==> src/rtl/snes_pkg.sv <==
// Shared constants and FSM encoding for the SNES pad reader.
package snes_pkg;

   localparam int NUM_BTNS   = 12;
   localparam int NUM_PULSES = 16;

   localparam int BTN_B      = 0;
   localparam int BTN_Y      = 1;
   localparam int BTN_SELECT = 2;
   localparam int BTN_START  = 3;
   localparam int BTN_UP     = 4;
   localparam int BTN_DOWN   = 5;
   localparam int BTN_LEFT   = 6;
   localparam int BTN_RIGHT  = 7;
   localparam int BTN_A      = 8;
   localparam int BTN_X      = 9;
   localparam int BTN_L      = 10;
   localparam int BTN_R      = 11;

   typedef enum logic [2:0] {
      ST_IDLE    = 3'd0,
      ST_LATCH   = 3'd1,
      ST_GAP     = 3'd2,
      ST_CLK_LO  = 3'd3,
      ST_CLK_HI  = 3'd4,
      ST_PUBLISH = 3'd5
   } snes_state_t;

   function automatic int max_int(input int a, input int b);
      return (a > b) ? a : b;
   endfunction

endpackage

==> src/rtl/sync_2ff.sv <==
// Two-flop synchronizer for a single asynchronous input; resets to 1 (line released).
module sync_2ff (
   input  logic clk,
   input  logic rst_n,
   input  logic d,
   output logic q
);

   logic stage1;

   always_ff @(posedge clk or negedge rst_n) begin
      if (!rst_n) begin
         stage1 <= 1'b1;
         q      <= 1'b1;
      end else begin
         stage1 <= d;
         q      <= stage1;
      end
   end

endmodule

==> src/rtl/snes_pad_reader.sv <==
// Periodically scans a SNES serial gamepad and publishes a registered pressed-button vector.
module snes_pad_reader
   import snes_pkg::*;
#(
   parameter int CLK_DIV  = 150,
   parameter int POLL_DIV = 416667
) (
   input  logic                clk,
   input  logic                rst_n,
   input  logic                pad_data,
   output logic                pad_latch,
   output logic                pad_clk,
   output logic [NUM_BTNS-1:0] buttons,
   output logic                buttons_valid,
   output logic                pad_present
);

   localparam int CNT_W_RAW = $clog2(max_int(POLL_DIV, 2 * CLK_DIV));
   localparam int CNT_W     = (CNT_W_RAW < 1) ? 1 : CNT_W_RAW;

   localparam logic [CNT_W-1:0] IDLE_LAST  = CNT_W'(POLL_DIV - 1);
   localparam logic [CNT_W-1:0] LATCH_LAST = CNT_W'(2 * CLK_DIV - 1);
   localparam logic [CNT_W-1:0] HALF_LAST  = CNT_W'(CLK_DIV - 1);
   localparam logic [4:0]       LAST_PULSE = 5'(NUM_PULSES);

   snes_state_t           state, state_nxt;
   logic [CNT_W-1:0]      cnt, cnt_nxt;
   logic [4:0]            pulse, pulse_nxt;
   logic [NUM_PULSES-1:0] raw, raw_nxt;
   logic                  data_sync;
   logic                  present;

   sync_2ff u_sync (
      .clk   (clk),
      .rst_n (rst_n),
      .d     (pad_data),
      .q     (data_sync)
   );

   // The pad reports four trailing ones after the twelve buttons; a floating-low line never does.
   assign present = &raw[NUM_PULSES-1:NUM_BTNS];

   always_ff @(posedge clk or negedge rst_n) begin
      if (!rst_n) begin
         state <= ST_IDLE;
         cnt   <= '0;
         pulse <= '0;
         raw   <= '0;
      end else begin
         state <= state_nxt;
         cnt   <= cnt_nxt;
         pulse <= pulse_nxt;
         raw   <= raw_nxt;
      end
   end

   always_comb begin
      state_nxt = state;
      cnt_nxt   = cnt + 1'b1;
      pulse_nxt = pulse;
      raw_nxt   = raw;
      unique case (state)
         ST_IDLE: begin
            if (cnt == IDLE_LAST) begin
               state_nxt = ST_LATCH;
               cnt_nxt   = '0;
            end
         end
         ST_LATCH: begin
            if (cnt == LATCH_LAST) begin
               state_nxt = ST_GAP;
               cnt_nxt   = '0;
            end
         end
         ST_GAP: begin
            if (cnt == HALF_LAST) begin
               raw_nxt[0] = data_sync;
               pulse_nxt  = 5'd1;
               state_nxt  = ST_CLK_LO;
               cnt_nxt    = '0;
            end
         end
         ST_CLK_LO: begin
            if (cnt == HALF_LAST) begin
               state_nxt = ST_CLK_HI;
               cnt_nxt   = '0;
            end
         end
         ST_CLK_HI: begin
            if (cnt == HALF_LAST) begin
               cnt_nxt = '0;
               // The sixteenth pulse only returns the pad to idle; its sample carries nothing.
               if (pulse == LAST_PULSE) begin
                  pulse_nxt = '0;
                  state_nxt = ST_PUBLISH;
               end else begin
                  raw_nxt[pulse[3:0]] = data_sync;
                  pulse_nxt = pulse + 5'd1;
                  state_nxt = ST_CLK_LO;
               end
            end
         end
         ST_PUBLISH: begin
            state_nxt = ST_IDLE;
            cnt_nxt   = '0;
         end
         default: begin
            state_nxt = ST_IDLE;
            cnt_nxt   = '0;
         end
      endcase
   end

   // Pad-facing strobes are registered from the next state so they line up with the state itself.
   always_ff @(posedge clk or negedge rst_n) begin
      if (!rst_n) begin
         pad_latch     <= 1'b0;
         pad_clk       <= 1'b1;
         buttons       <= '0;
         buttons_valid <= 1'b0;
         pad_present   <= 1'b0;
      end else begin
         pad_latch     <= (state_nxt == ST_LATCH);
         pad_clk       <= (state_nxt != ST_CLK_LO);
         buttons_valid <= (state == ST_PUBLISH);
         if (state == ST_PUBLISH) begin
            pad_present <= present;
            buttons     <= present ? ~raw[NUM_BTNS-1:0] : '0;
         end
      end
   end

endmodule
==> config.mk <==
export PLATFORM = sky130hd
export DESIGN_NAME = snes_pad_reader
export DESIGN_NICKNAME = d
export VERILOG_FILES = /design/src/rtl/snes_pkg.sv /design/src/rtl/sync_2ff.sv /design/src/rtl/snes_pad_reader.sv
export SDC_FILE = /design/constraint.sdc
export NUM_CORES = 1
export LEC_CHECK = 0
export CELL_PAD_IN_SITES_DETAIL_PLACEMENT = 0
export CELL_PAD_IN_SITES_GLOBAL_PLACEMENT = 1
export CORE_ASPECT_RATIO = 0.75
export CORE_MARGIN = 2
export CORE_UTILIZATION = 42
export CTS_CLUSTER_DIAMETER = 120
export DETAILED_ROUTE_END_ITERATION = 6
export HOLD_SLACK_MARGIN = 0.06
export PLACE_DENSITY_LB_ADDON = 0.2
export SYNTH_ARGS = -nofsm -noshare
export SYNTH_HDL_FRONTEND = slang
export SYNTH_SLANG_ARGS = --single-unit
export TNS_END_PERCENT = 100
==> constraint.sdc <==
create_clock -name clk -period 2 [get_ports clk]
set_input_delay 0.4 -clock clk [delete_from_list [all_inputs] [get_ports clk]]
set_output_delay 0.4 -clock clk [all_outputs]
set_load 0.05 [all_outputs]
==> results.tsv <==
stage	metric	value	unit
cts	cts_max_level	3	
synth	async_flop_share	100	%
sta	fmax	508	MHz
power	p_int	1.95	mW
die	die_w	101	um
sta	rsz0062_at_grt	true	
die	core	6800	um^2
cts	clock-sinks	61	
min_path	holdCritPathClass	flip-flop to flip-flop	
placed_design	port_buffers	18	
synth	synth_edf_count	0	
sta	hold-worst-slack	358	ps
cells_and_area	mostFrequentLayoutCells	dfrtp_1, buf_4, nor2_1, nand2_1, nand3_1	
sta	slew_viol_final	0	
cells_and_area	fin_nets	363	
synth	synthFlopType	dfrtp_1	
cells_and_area	layout_commonest_cell	dfrtp_1	
drt	vias	2338	
cts	clk_latency	350	ps
critical_path	r2r_cells	9	
sta	period_share	98.3	%
outcome	status	completed	
sta	worst_slack	33.2	ps
power	power_density	646	nW/um^2
synth	synthCells	286	
cells_and_area	n_antenna_cell	0	
placed_design	globalplace.congestion	0.761	
critical_path	crit_end	cnt[8]$_DFF_PN0_	
die	die_height	76.5	um
placed_design	dp_hpwl	4620	um
critical_path	path_max_fanout	19	
cts	cts_tree	done	
sta	hold_violations	0	
power	power	2.51	mW
synth	synthesis.area	2950	um^2
cts	cts_buffers	9	
drt	detail_route.wl_per_cell	14.9	um
global_routing	grt_pass1_vias	2228	
cts	clk_pin_slew	70	ps
flow_run	max_cap_violations	0	
synth	yosys_warnings	0	
critical_path	cp-end-kind	flip-flop	
power	p_seq_share	49.5	%
cells_and_area	final_area	3880	um^2
power	irDropWorstVdd	352	uV
drt	drt_pass1_iterations	5	
critical_path	path_class	flip-flop to flip-flop	
critical_path	cp_data_arrival_time	2200	ps
power	p_comb_share	1.3	%
drt	first_iter_violations	102	
sta	slew_headroom	65.9	%
synth	synth_top_area_share	49.3	%
synth	ys_seq_area_share	51.9	%
placed_design	placed_area	3570	um^2
drt	route.detailed.drc	0	
cells_and_area	drive_gt1_share	27.9	%
drt	wirelength	6570	um
critical_path	r2r_start	cnt[0]$_DFF_PN0_	
cts	cts-root-buf	clkbuf_8	
critical_path	startpoint_type	flip-flop	
global_routing	track_usage	18.6	%
power	power_switching	559	uW
power	switching_share	22.3	%
critical_path	regToRegSetupSlack	30	ps
synth	synth_area_per_cell	10.3	um^2
power	leakage	1.76	nW
synth	synth_seq_cells	61	
sta	max_slew.worst_pin.slew	510	ps
power	clock_power_share	49.2	%
cts	cts_buffer_depth	2	
die	rows	26	
synth	yosys.area.top_type	dfrtp_1	
critical_path	cp-startpoint	cnt[0]$_DFF_PN0_	
global_routing	grt_remaining_overflow	0	
die	dieArea	7710	um^2
synth	syn-num-nets	296	
sta	fin_crit	1970	ps
synth	yosysUniqueCellTypes	44	
sta	clock_skew	7.20	ps
die	initial_core_util	43.3	%
drt	postRouteAntennaNets	0	
critical_path	rr_endpoint	cnt[8]$_DFF_PN0_	
global_routing	grt_pass1_wl	11000	um
placed_design	preCtsSetupSlack	-110	ps
critical_path	required	2230	ps
sta	setup_viol	0	
global_routing	antenna_found_initial	0	
die	io_pins	19	
synth	synth_area_leaders	dfrtp_1, mux2_2, nor2_1	
global_routing	grt_max_degree	62	
cells_and_area	syn2layout_area_growth	31.8	%
drt	vias_per_cell	5.29	
## worst max-delay path, cell delays in order (launching register included)
cell     delay (ps)
dfrtp_1         380
buf_4           140
buf_4           140
inv_1            50
ha_1            170
nand4_1         110
o41a_1          420
nor3_4          210
buf_12          180
nor2_1           60
## cell usage after synthesis, drive strengths merged, types with 4 or more instances
library cell and instances:
nor3 7, nand4b 4, a21oi 4, xor2 6, nand4 9, and3 4, inv 10, dfrtp 58
mux2 16, o21ai 17, nand2 23, xnor2 11, ha 7, nand3 21, clkbuf 8, nor2 39
## routing by layer
layer | track usage (%) | vias to the layer above | wire length [um]
met4 | 6.58 | 0 | 81
li1 | - | 1142 | -
met3 | 5.32 | 9 | 406
met5 | 0 | - | 0
met1 | 29.2 | 1117 | 3520
met2 | 23.8 | 70 | 2560
## logic make-up after synthesis
family                     after synthesis  share of synthesized area, %
and+or+nand+nor                        129                          23.2
muxes                                   16                          6.11
xor gates and xnor gates                17                          5.05
DFF                                     61                          51.9
buffers and inverters                   21                          3.31
AOI/OAI and AO/OA                       35                          7.39
adders and majority gates                7                          2.97
## power by group through the flow
stage | combinational (mW) | clock [mW] | sequential, mW
2_1_floorplan | 0.00228 | 0 | 1.26
5_1_grt | 0.0381 | 1.32 | 1.24
6_report | 0.0324 | 1.24 | 1.24
3_3_place_gp | 0.0330 | 0 | 1.27
3_5_place_dp | 0.0331 | 0 | 1.27
4_1_cts | 0.0347 | 1.27 | 1.24
## stage by stage
stage                     TNS [ps]  cells  util [%]
after detailed placement     -2420    423      52.5
after floorplan               -105    286         -
after global placement       -1560    423      52.5
after global routing         -1910    442      57.1
after CTS                        0    440      56.4
final                            0    442      57.1
## repair_timing
| item | 4_1_cts | 5_1_grt |
|---|---|---|
| resized for setup | 4 | 8 |
| hold buffers | 1 | 0 |
| setup buffers | 0 | 2 |
| gates cloned | 0 | 0 |
| pin swaps | 3 | 6 |
| setup endpoints to repair | 35 | 38 |
| hold endpoints to repair | 33 | 0 |
## state kept, by name, summed over array words and instances (netlist names)
name and count:
buttons 12, buttons_valid 1, cnt 19, pad_clk 1, pad_latch 1, pad_present 1
pulse 5, raw 16, state 3, u_sync.q 1, u_sync.stage1 1
## worst min path at each step
stage,startpoint,end,slack [ps],cells after the start
floorplan,rst_n,buttons[0]$_DFFE_PN0P_,100,0
global placement,u_sync.stage1$_DFF_PN1_,u_sync.q$_DFF_PN1_,350,0
detailed placement,u_sync.stage1$_DFF_PN1_,u_sync.q$_DFF_PN1_,350,0
CTS,u_sync.stage1$_DFF_PN1_,u_sync.q$_DFF_PN1_,360,0
global route,u_sync.stage1$_DFF_PN1_,u_sync.q$_DFF_PN1_,360,0
finish,u_sync.stage1$_DFF_PN1_,u_sync.q$_DFF_PN1_,360,0
## cell type report
class	count	area (um^2)
Sequential cell	61	1530
Multi-Input combinational cell	204	1420
Inverter	10	37.5
Clock buffer	9	124
Fill cell	595	2920
Timing Repair Buffer	67	572
Tap cell	84	105
Clock inverter	7	97.6
(Power assumes the default switching activity.)
